`src/rtl/dmem_arb_pkg.sv`:
```
// Shared definitions for the data-memory arbiter slice.
//   DEF_ADDR_W / DEF_DATA_W : default dmem word-address and data widths
//   port_e                  : requester IDs (PORT_CPU = 0, PORT_LDR = 1)
//   AGE_W                   : width of the port-1 aging counter
package dmem_arb_pkg;

  localparam int DEF_ADDR_W = 12;
  localparam int DEF_DATA_W = 32;
  localparam int AGE_W      = 8;

  typedef enum logic {
    PORT_CPU = 1'b0,
    PORT_LDR = 1'b1
  } port_e;

endpackage

```
`src/rtl/dmem_arbiter_if.sv`:
```
// Bus bundle between the two requesters, the arbiter and dmem.
//   req/we/addr/wdata 0,1 : requester -> arbiter
//   gnt/rvalid/rdata 0,1  : arbiter -> requester
//   address_dmem/data/wren: arbiter -> dmem
//   q_dmem                : dmem -> arbiter (1-cycle read latency)
// Modport slave is the arbiter's view, master is the environment's view.
interface dmem_arbiter_if
  import dmem_arb_pkg::*;
#(
  parameter int ADDR_W = DEF_ADDR_W,
  parameter int DATA_W = DEF_DATA_W
);

  logic              req0, req1;
  logic              we0, we1;
  logic [ADDR_W-1:0] addr0, addr1;
  logic [DATA_W-1:0] wdata0, wdata1;
  logic              gnt0, gnt1;
  logic              rvalid0, rvalid1;
  logic [DATA_W-1:0] rdata0, rdata1;
  logic [ADDR_W-1:0] address_dmem;
  logic [DATA_W-1:0] data;
  logic              wren;
  logic [DATA_W-1:0] q_dmem;

  modport slave (
    input  req0, req1, we0, we1, addr0, addr1, wdata0, wdata1, q_dmem,
    output gnt0, gnt1, rvalid0, rvalid1, rdata0, rdata1,
           address_dmem, data, wren
  );

  modport master (
    output req0, req1, we0, we1, addr0, addr1, wdata0, wdata1, q_dmem,
    input  gnt0, gnt1, rvalid0, rvalid1, rdata0, rdata1,
           address_dmem, data, wren
  );

endinterface

```
`src/rtl/dmem_arb_age.sv`:
```
// Starvation guard for the loader port: counts consecutive cycles in which
// port 1 requests but is denied, saturating at MAX_WAIT. When the count has
// reached MAX_WAIT and port 1 is still requesting, force_gnt tells the
// arbiter to hand the cycle to port 1.
//   clock, reset : clock, asynchronous active-high reset
//   req          : port 1 request
//   gnt          : port 1 grant this cycle (from the arbiter)
//   force_gnt    : port 1 must win this cycle
module dmem_arb_age
  import dmem_arb_pkg::*;
#(
  parameter int MAX_WAIT = 8
) (
  input  logic clock,
  input  logic reset,
  input  logic req,
  input  logic gnt,
  output logic force_gnt
);

  localparam logic [AGE_W-1:0] MAX_CNT = AGE_W'(MAX_WAIT);

  logic [AGE_W-1:0] wait_cnt;

  always_ff @(posedge clock or posedge reset) begin
    if (reset) begin
      wait_cnt <= '0;
    end else if (!req || gnt) begin
      wait_cnt <= '0;
    end else if (wait_cnt != MAX_CNT) begin
      wait_cnt <= wait_cnt + 1'b1;
    end
  end

  // Registered count only, so no combinational loop through the arbiter.
  assign force_gnt = req & (wait_cnt == MAX_CNT);

endmodule

```
`src/rtl/dmem_arbiter.sv`:
```
// Two-port arbiter in front of a single-port data memory.
// Port 0 (processor) has fixed priority; port 1 (loader) is force-granted
// after MAX_WAIT consecutive denied cycles. Grants are combinational, the
// winning port's address/data/write-enable go straight to dmem, and the
// 1-cycle read data is tagged back to the port that issued the read.
//   clock, reset : clock (shared with dmem), asynchronous active-high reset
//   bus          : requester handshakes and dmem connections (slave modport)
module dmem_arbiter
  import dmem_arb_pkg::*;
#(
  parameter int ADDR_W   = DEF_ADDR_W,
  parameter int DATA_W   = DEF_DATA_W,
  parameter int MAX_WAIT = 8
) (
  input  logic           clock,
  input  logic           reset,
  dmem_arbiter_if.slave  bus
);

  logic              force_gnt;
  logic              gnt0_c, gnt1_c;
  logic              rd_grant;
  logic [ADDR_W-1:0] addr_mux;
  logic [DATA_W-1:0] data_mux;
  logic              rd_pend;
  port_e             rd_owner;

  dmem_arb_age #(
    .MAX_WAIT (MAX_WAIT)
  ) u_age (
    .clock     (clock),
    .reset     (reset),
    .req       (bus.req1),
    .gnt       (gnt1_c),
    .force_gnt (force_gnt)
  );

  // Stage 0: grant decision and dmem request mux (same cycle as req).
  always_comb begin
    gnt1_c   = ~reset & bus.req1 & (~bus.req0 | force_gnt);
    gnt0_c   = ~reset & bus.req0 & ~gnt1_c;
    rd_grant = (gnt0_c & ~bus.we0) | (gnt1_c & ~bus.we1);
    // Idle falls through to port 0 so dmem inputs stay deterministic.
    addr_mux = gnt1_c ? bus.addr1  : bus.addr0;
    data_mux = gnt1_c ? bus.wdata1 : bus.wdata0;
  end

  assign bus.gnt0         = gnt0_c;
  assign bus.gnt1         = gnt1_c;
  assign bus.address_dmem = addr_mux;
  assign bus.data         = data_mux;
  assign bus.wren         = (gnt0_c & bus.we0) | (gnt1_c & bus.we1);

  // Stage 1: read-return tracking, aligned with dmem's registered q_dmem.
  always_ff @(posedge clock or posedge reset) begin
    if (reset) begin
      rd_pend  <= 1'b0;
      rd_owner <= PORT_CPU;
    end else begin
      rd_pend <= rd_grant;
      if (rd_grant) begin
        rd_owner <= gnt1_c ? PORT_LDR : PORT_CPU;
      end
    end
  end

  assign bus.rvalid0 = rd_pend & (rd_owner == PORT_CPU);
  assign bus.rvalid1 = rd_pend & (rd_owner == PORT_LDR);
  assign bus.rdata0  = bus.q_dmem;
  assign bus.rdata1  = bus.q_dmem;

endmodule
```
`src/flat_wrapper.sv`:
```
// flat-port wrapper written by rule: the top's interface ports become plain ports
module dmem_arbiter_flat import dmem_arb_pkg::*;
#(
  parameter int ADDR_W   = DEF_ADDR_W,
  parameter int DATA_W   = DEF_DATA_W,
  parameter int MAX_WAIT = 8
)
  (clock, reset, bus_req0, bus_req1, bus_we0, bus_we1, bus_addr0, bus_addr1, bus_wdata0, bus_wdata1, bus_q_dmem, bus_gnt0, bus_gnt1, bus_rvalid0, bus_rvalid1, bus_rdata0, bus_rdata1, bus_address_dmem, bus_data, bus_wren);
  dmem_arbiter_if #(.ADDR_W(ADDR_W), .DATA_W(DATA_W)) bus_i ();
  input  logic clock;
  input  logic reset;
  input wire logic [$bits(bus_i.req0)-1:0] bus_req0;
  input wire logic [$bits(bus_i.req1)-1:0] bus_req1;
  input wire logic [$bits(bus_i.we0)-1:0] bus_we0;
  input wire logic [$bits(bus_i.we1)-1:0] bus_we1;
  input wire logic [$bits(bus_i.addr0)-1:0] bus_addr0;
  input wire logic [$bits(bus_i.addr1)-1:0] bus_addr1;
  input wire logic [$bits(bus_i.wdata0)-1:0] bus_wdata0;
  input wire logic [$bits(bus_i.wdata1)-1:0] bus_wdata1;
  input wire logic [$bits(bus_i.q_dmem)-1:0] bus_q_dmem;
  output wire logic [$bits(bus_i.gnt0)-1:0] bus_gnt0;
  output wire logic [$bits(bus_i.gnt1)-1:0] bus_gnt1;
  output wire logic [$bits(bus_i.rvalid0)-1:0] bus_rvalid0;
  output wire logic [$bits(bus_i.rvalid1)-1:0] bus_rvalid1;
  output wire logic [$bits(bus_i.rdata0)-1:0] bus_rdata0;
  output wire logic [$bits(bus_i.rdata1)-1:0] bus_rdata1;
  output wire logic [$bits(bus_i.address_dmem)-1:0] bus_address_dmem;
  output wire logic [$bits(bus_i.data)-1:0] bus_data;
  output wire logic [$bits(bus_i.wren)-1:0] bus_wren;
  assign bus_i.req0 = bus_req0;
  assign bus_i.req1 = bus_req1;
  assign bus_i.we0 = bus_we0;
  assign bus_i.we1 = bus_we1;
  assign bus_i.addr0 = bus_addr0;
  assign bus_i.addr1 = bus_addr1;
  assign bus_i.wdata0 = bus_wdata0;
  assign bus_i.wdata1 = bus_wdata1;
  assign bus_i.q_dmem = bus_q_dmem;
  assign bus_gnt0 = bus_i.gnt0;
  assign bus_gnt1 = bus_i.gnt1;
  assign bus_rvalid0 = bus_i.rvalid0;
  assign bus_rvalid1 = bus_i.rvalid1;
  assign bus_rdata0 = bus_i.rdata0;
  assign bus_rdata1 = bus_i.rdata1;
  assign bus_address_dmem = bus_i.address_dmem;
  assign bus_data = bus_i.data;
  assign bus_wren = bus_i.wren;
  dmem_arbiter #(.ADDR_W(ADDR_W), .DATA_W(DATA_W), .MAX_WAIT(MAX_WAIT)) u_core (.clock(clock), .reset(reset), .bus(bus_i));
endmodule
```
`config.mk`:
```
export PLATFORM = sky130hd
export DESIGN_NAME = dmem_arbiter_flat
export DESIGN_NICKNAME = d
export VERILOG_FILES = /design/src/rtl/dmem_arb_pkg.sv /design/src/rtl/dmem_arbiter_if.sv /design/src/rtl/dmem_arb_age.sv /design/src/rtl/dmem_arbiter.sv /design/src/flat_wrapper.sv
export SDC_FILE = /design/constraint.sdc
export NUM_CORES = 1
export LEC_CHECK = 0
export CORE_AREA = 2 2 94 96
export DETAILED_ROUTE_END_ITERATION = 12
export DIE_AREA = 0 0 96 98
export PLACE_DENSITY = 0.7
export SETUP_SLACK_MARGIN = 0.5
export SLEW_MARGIN = 10
export SYNTH_ARGS = -nofsm -noshare
export SYNTH_HDL_FRONTEND = slang
export SYNTH_SLANG_ARGS = --single-unit
```
`constraint.sdc`:
```
create_clock -name clock -period 5.75 [get_ports clock]
set_input_delay 1.15 -clock clock [delete_from_list [all_inputs] [get_ports clock]]
set_output_delay 1.15 -clock clock [all_outputs]
set_load 0.05 [all_outputs]
```
== After elaboration in Yosys (flattened, before gate mapping) ==
Cells that the tools add are included.
Operators by class
  order comparisons: 0
  div/mod/pow operators: 0
  reduce and logical (&&, ||, !) cells: 3
  equality and inequality tests: 2
  multiply operators: 0
  shift-type cells: 0
  mux-type cells: 5
  bitwise operators: 20
  add/sub/neg operators: 1
Operator list (count)
  $mux W32: 1
  $mux W8: 2
  $mux W12: 1
  $and A1 B1 Y1: 11
  $add A8 B1 Y8 const B: 1
  $eq A8 B4 Y1 const B: 1
  $ne A8 B4 Y1 const B: 1
  $not A1 Y1: 6
  $or A1 B1 Y1: 3
  $reduce_bool A2 Y1: 1
  $logic_not A1 Y1: 1
  $logic_or A1 B1 Y1: 1
  $mux W1: 1
Word-level totals
  memories kept: 0
  flip-flop bits (word level): 10
  input port bits: 126
  RAM bits: 0
  ROM bits: 0
  output and inout port bits: 113
  bits in latches: 0

== Logic depth before layout (Yosys ltp) ==
  depth in word-level cells: 8
  mapped depth: 8
  gate-level depth less buffers: 6

== By module ==
Synthesis repeated with hierarchy kept, for this count alone.
Unflattened totals
  cells, all modules: 177
  area, all modules: 1700.4 µm²
Modules (own cells, without submodules)
  dmem_arbiter: area an instance 1243.7 µm², times used 1, seq. area each 50.0 µm², cells each 128
  dmem_arb_age: area an instance 456.7 µm², times used 1, seq. area each 200.2 µm², cells each 49

== Worst setup path after synthesis ==
OpenSTA, ideal clock, no wires.
  path kind: input to output
  from: input reset
  to: output bus_wren
  data required time: 4.600 ns
  stages on the path: 3
  slack: 2.019 ns
  arrival: 2.581 ns
  cell sequence: inv_1 > nand2_1 > o21ai_0
Between the ends
  longest elaborated chain between the ends: 7
  elaborated cells between the ends (all ways): 9
  those cells by class: 9 x bitwise
Ends and longest elaborated chain
  start, declared: line flat_wrapper.sv:11  | input logic reset;
  $not A1 Y1 (*): line dmem_arbiter.sv:40, dmem_arbiter.sv:41
  $and A1 B1 Y1 (2 in series): line dmem_arbiter.sv:40  | gnt1_c = ~reset & bus.req1 & (~bus.req0 | force_gnt);
  $not A1 Y1: line dmem_arbiter.sv:41  | gnt0_c = ~reset & bus.req0 & ~gnt1_c;
  $and A1 B1 Y1: line dmem_arbiter.sv:41
  $and A1 B1 Y1: line dmem_arbiter.sv:52  | assign bus.wren = (gnt0_c & bus.we0) | (gnt1_c & bus.we1);
  $or A1 B1 Y1 (*): line dmem_arbiter.sv:52
  end, declared: line flat_wrapper.sv:29  | output wire logic [$bits(bus_i.wren)-1:0] bus_wren;
Every way passes the cells marked *; elsewhere a longest branch is shown, timed or not.

== Final worst setup path ==
  from: input reset
  to: output bus_address_dmem[11]
Between the ends
  longest elaborated chain between the ends: 4
Ends and longest elaborated chain
  $not A1 Y1: line dmem_arbiter.sv:40
  $and A1 B1 Y1 (2 in series): line dmem_arbiter.sv:40
  $mux W12: line dmem_arbiter.sv:44  | addr_mux = gnt1_c ? bus.addr1 : bus.addr0;
  end, declared: line flat_wrapper.sv:27  | output wire logic [$bits(bus_i.address_dmem)-1:0] bus_address_dmem;
No other way between the ends.

==> impl_metrics.py <==
metrics = {
    "critical_path": {
        "critical_path.cell_chain": "clkdlybuf4s50_1 > nor2_1 > nand2_2 > buf_12 > mux2_2 > clkdlybuf4s50_1",
        "cp_num_buf_inv": 3,
        "path_class": "input pin to output pin",
        "rr_startpoint": "u_core.u_age.wait_cnt[0]",
        "crit_family": "buffers and inverters",
        "r2r-end": "u_core.rd_pend",
        "startpoint_type": "input pin",
        "worstPathRequired_ns": 4.60,
        "crit_slowest_cell": "clkdlybuf4s50_1",
        "arrival_ns": 3.56,
        "critPathMaxFanout": 32,
        "cp.depth": 6,
        "critical-path-max-stage-delay_ns": 0.71,
        "r2r_slack_ns": 3.73,
        "crit_top_cell": "clkdlybuf4s50_1",
        "cp-endpoint": "bus_address_dmem[11]",
        "crit_start": "reset",
        "reg2reg_depth": 6,
        "cp-end-kind": "output pin",
    },
    "clock_network": {
        "cts_hold_buf": 0,
        "ctsResizeCount": 0,
        "clkSinkCount": 10,
        "h-tree-depth": 1,
        "clk_pin_slew_ns": 0.04,
        "clockBufferDepth": 2,
        "tritoncts": "built",
        "cts_setup_buffers": 0,
        "clock-root-buffer": "clkbuf_8",
        "cts_buffers": 3,
        "insertion_delay_ns": 0.23,
    },
    "logic_synthesis": {
        "yosys.area.top_type": "buf_4",
        "synthTopCellsByCount": "64 x buf_4, 27 x mux2_4, 17 x mux2_2",
        "syn_nets": 299,
        "synth_area_leaders": "buf_4 29%, mux2_4 24%, dfrtp_1 15%",
        "yosysUniqueCellTypes": 29,
        "synth_compound_area_share_pct": 2.84,
        "synth_top_area_share_pct": 28.7,
        "synthAdderAreaFrac_pct": 1.49,
        "ys.flop_type": "dfrtp_1",
        "synth-edff-count": 0,
        "muxShareOfSynthArea_pct": 36.2,
        "yosys.area_share.xor_xnor_pct": 3.13,
        "yosysWarnings": 0,
        "syn_avg_cell_area_sq_um": 9.80,
        "synth_most_common_cell": "buf_4",
        "ys_seq_area_share_pct": 14.9,
        "synth_cells": 171,
        "synth_area_sq_um": 1680,
        "synth_seq_cells": 10,
        "yosys.area_share.simple_pct": 8.66,
        "synth_top_family_by_area": "multiplexers",
        "synthArstFlopShare_pct": 100,
    },
    "place": {
        "hpwlAfterDp_um": 4460,
        "numPortBuffers": 142,
        "place_ws_ns": 0.997,
        "dpl_cell_area_sq_um": 2730,
        "place_congestion": 0.815,
    },
    "timing": {
        "setup_viol": 0,
        "maxSlewViolCount": 0,
        "post-route-period-util_pct": 81.9,
        "relSlewSlack_pct": 64.7,
        "timing.fmax_mhz": 212,
        "fin_tns_setup_ns": 0,
        "final-hold-violation-count": 0,
        "layout_setup_ws_ns": 1.04,
        "clock_skew_ns": 0.00293,
        "period_needed_ns": 4.71,
        "rsz0062_at_grt": "false",
        "worst_slew_pin_slew_ns": 0.528,
    },
    "die": {
        "fp.dieH_um": 98,
        "row_count": 34,
        "io_pins": 239,
        "die-area_sq_um": 9410,
        "core_area_sq_um": 8470,
        "start_util_pct": 19.8,
        "die_w_um": 96,
    },
    "pwr": {
        "power_density_nw_per_um2": 146,
        "p_leak_nw": 1.18,
        "total_power_uw": 404,
        "vdd_drop_max_v": 0.000101,
    },
    "worst_hold_path": {
        "hold_class": "flip-flop to flip-flop",
        "worstHoldPathCells": 1,
    },
    "routing": {
        "drt_wl_total_um": 5120,
        "first_pass_iters": 4,
        "drt-vias-per-instance": 3.97,
        "wire_per_inst_um": 14.4,
        "drt_iter0_drc": 7,
        "ant_nets": 0,
        "drc": 0,
        "vias": 1415,
    },
    "finish": {
        "nNetsFinal": 378,
        "final_core_util_pct": 32.7,
        "antenna_cells": 0,
        "area_growth_syn_to_layout_pct": 65.0,
        "fill_cells": 851,
        "drive_gt1_share_pct": 21.4,
        "seq_area_sq_um": 250,
        "multi_input_area_sq_um": 880,
        "final_cell_area_sq_um": 2770,
    },
    "global_route": {
        "track_usage_pct": 10.0,
        "grt_pass1_vias": 1418,
        "antenna_found_initial": 0,
        "grt_pass1_wl_um": 7360,
        "grt_start_max_net_pins": 33,
        "grt_overflow": 0,
    },
    "run": {
        "maxCapViolCount": 0,
    },
    "status": {
        "status": "finished, final reports clean",
    },
}
per-layer routing:
| metal | vias to the layer above | global-route usage (%) | wire length (um) |
|---|---|---|---|
| li1 | 664 | - | - |
| met1 | 626 | 10.4 | 1810 |
| met2 | 105 | 17.3 | 2480 |
| met3 | 20 | 4.48 | 697 |
| met4 | 0 | 4.07 | 133 |
| met5 | - | 0 | 0 |
layout make-up:
cell class	instances	share of cell area, %
clock buffers	3	1.49
inverters	5	0.678
multi-input cells	87	31.8
flip-flops and latches	10	9.05
well taps	108	4.88
repair buffers	143	52.1
cell families (layout without fill, tap and decap cells):
logic type,Yosys count,count (layout)
buf+inv,74,151
mux,45,45
simple gates,27,27
flops,10,10
compound gates,7,7
xor+xnor,6,6
fa+ha+maj,2,2
layout by cell type (no fill, tap or decap), types with 2 or more instances in the layout:
cell,Yosys,final
mux2_2,17,17
nand3_1,6,6
ha_1,2,2
inv_1,5,5
mux2_4,27,27
clkbuf_8,0,3
o21ai_0,2,2
clkdlybuf4s50_1,0,142
nor2_1,9,9
and3_1,2,2
dfrtp_1,10,10
xor2_1,5,5
sequential cells by signal, summed over array words and instances (netlist names):
register / flops
u_core.rd_pend: 1
u_core.rd_owner: 1
u_core.u_age.wait_cnt: 8
how the worst min path moves through the flow:
stage | to | startpoint
after floorplan | u_core.rd_owner | u_core.rd_owner
after global placement | u_core.rd_owner | u_core.rd_owner
after detailed placement | u_core.rd_owner | u_core.rd_owner
after CTS | u_core.rd_owner | u_core.rd_owner
after global routing | u_core.rd_owner | u_core.rd_owner
final | u_core.rd_owner | u_core.rd_owner
metrics by stage:
stage	hold slack, ns	instances
global placement	0.502	353
detailed placement	0.512	353
global route	0.553	356
floorplan	0.470	171
finish	0.515	356
CTS	0.527	356
power by group:
part	switching [mW]	leakage (nW)	internal [mW]
clock	0.0260	0.0216	0.0457
combinational	0.127	1.03	0.128
sequential	0.00296	0.136	0.0734
Note: power is estimated with default switching activity, not from simulation.
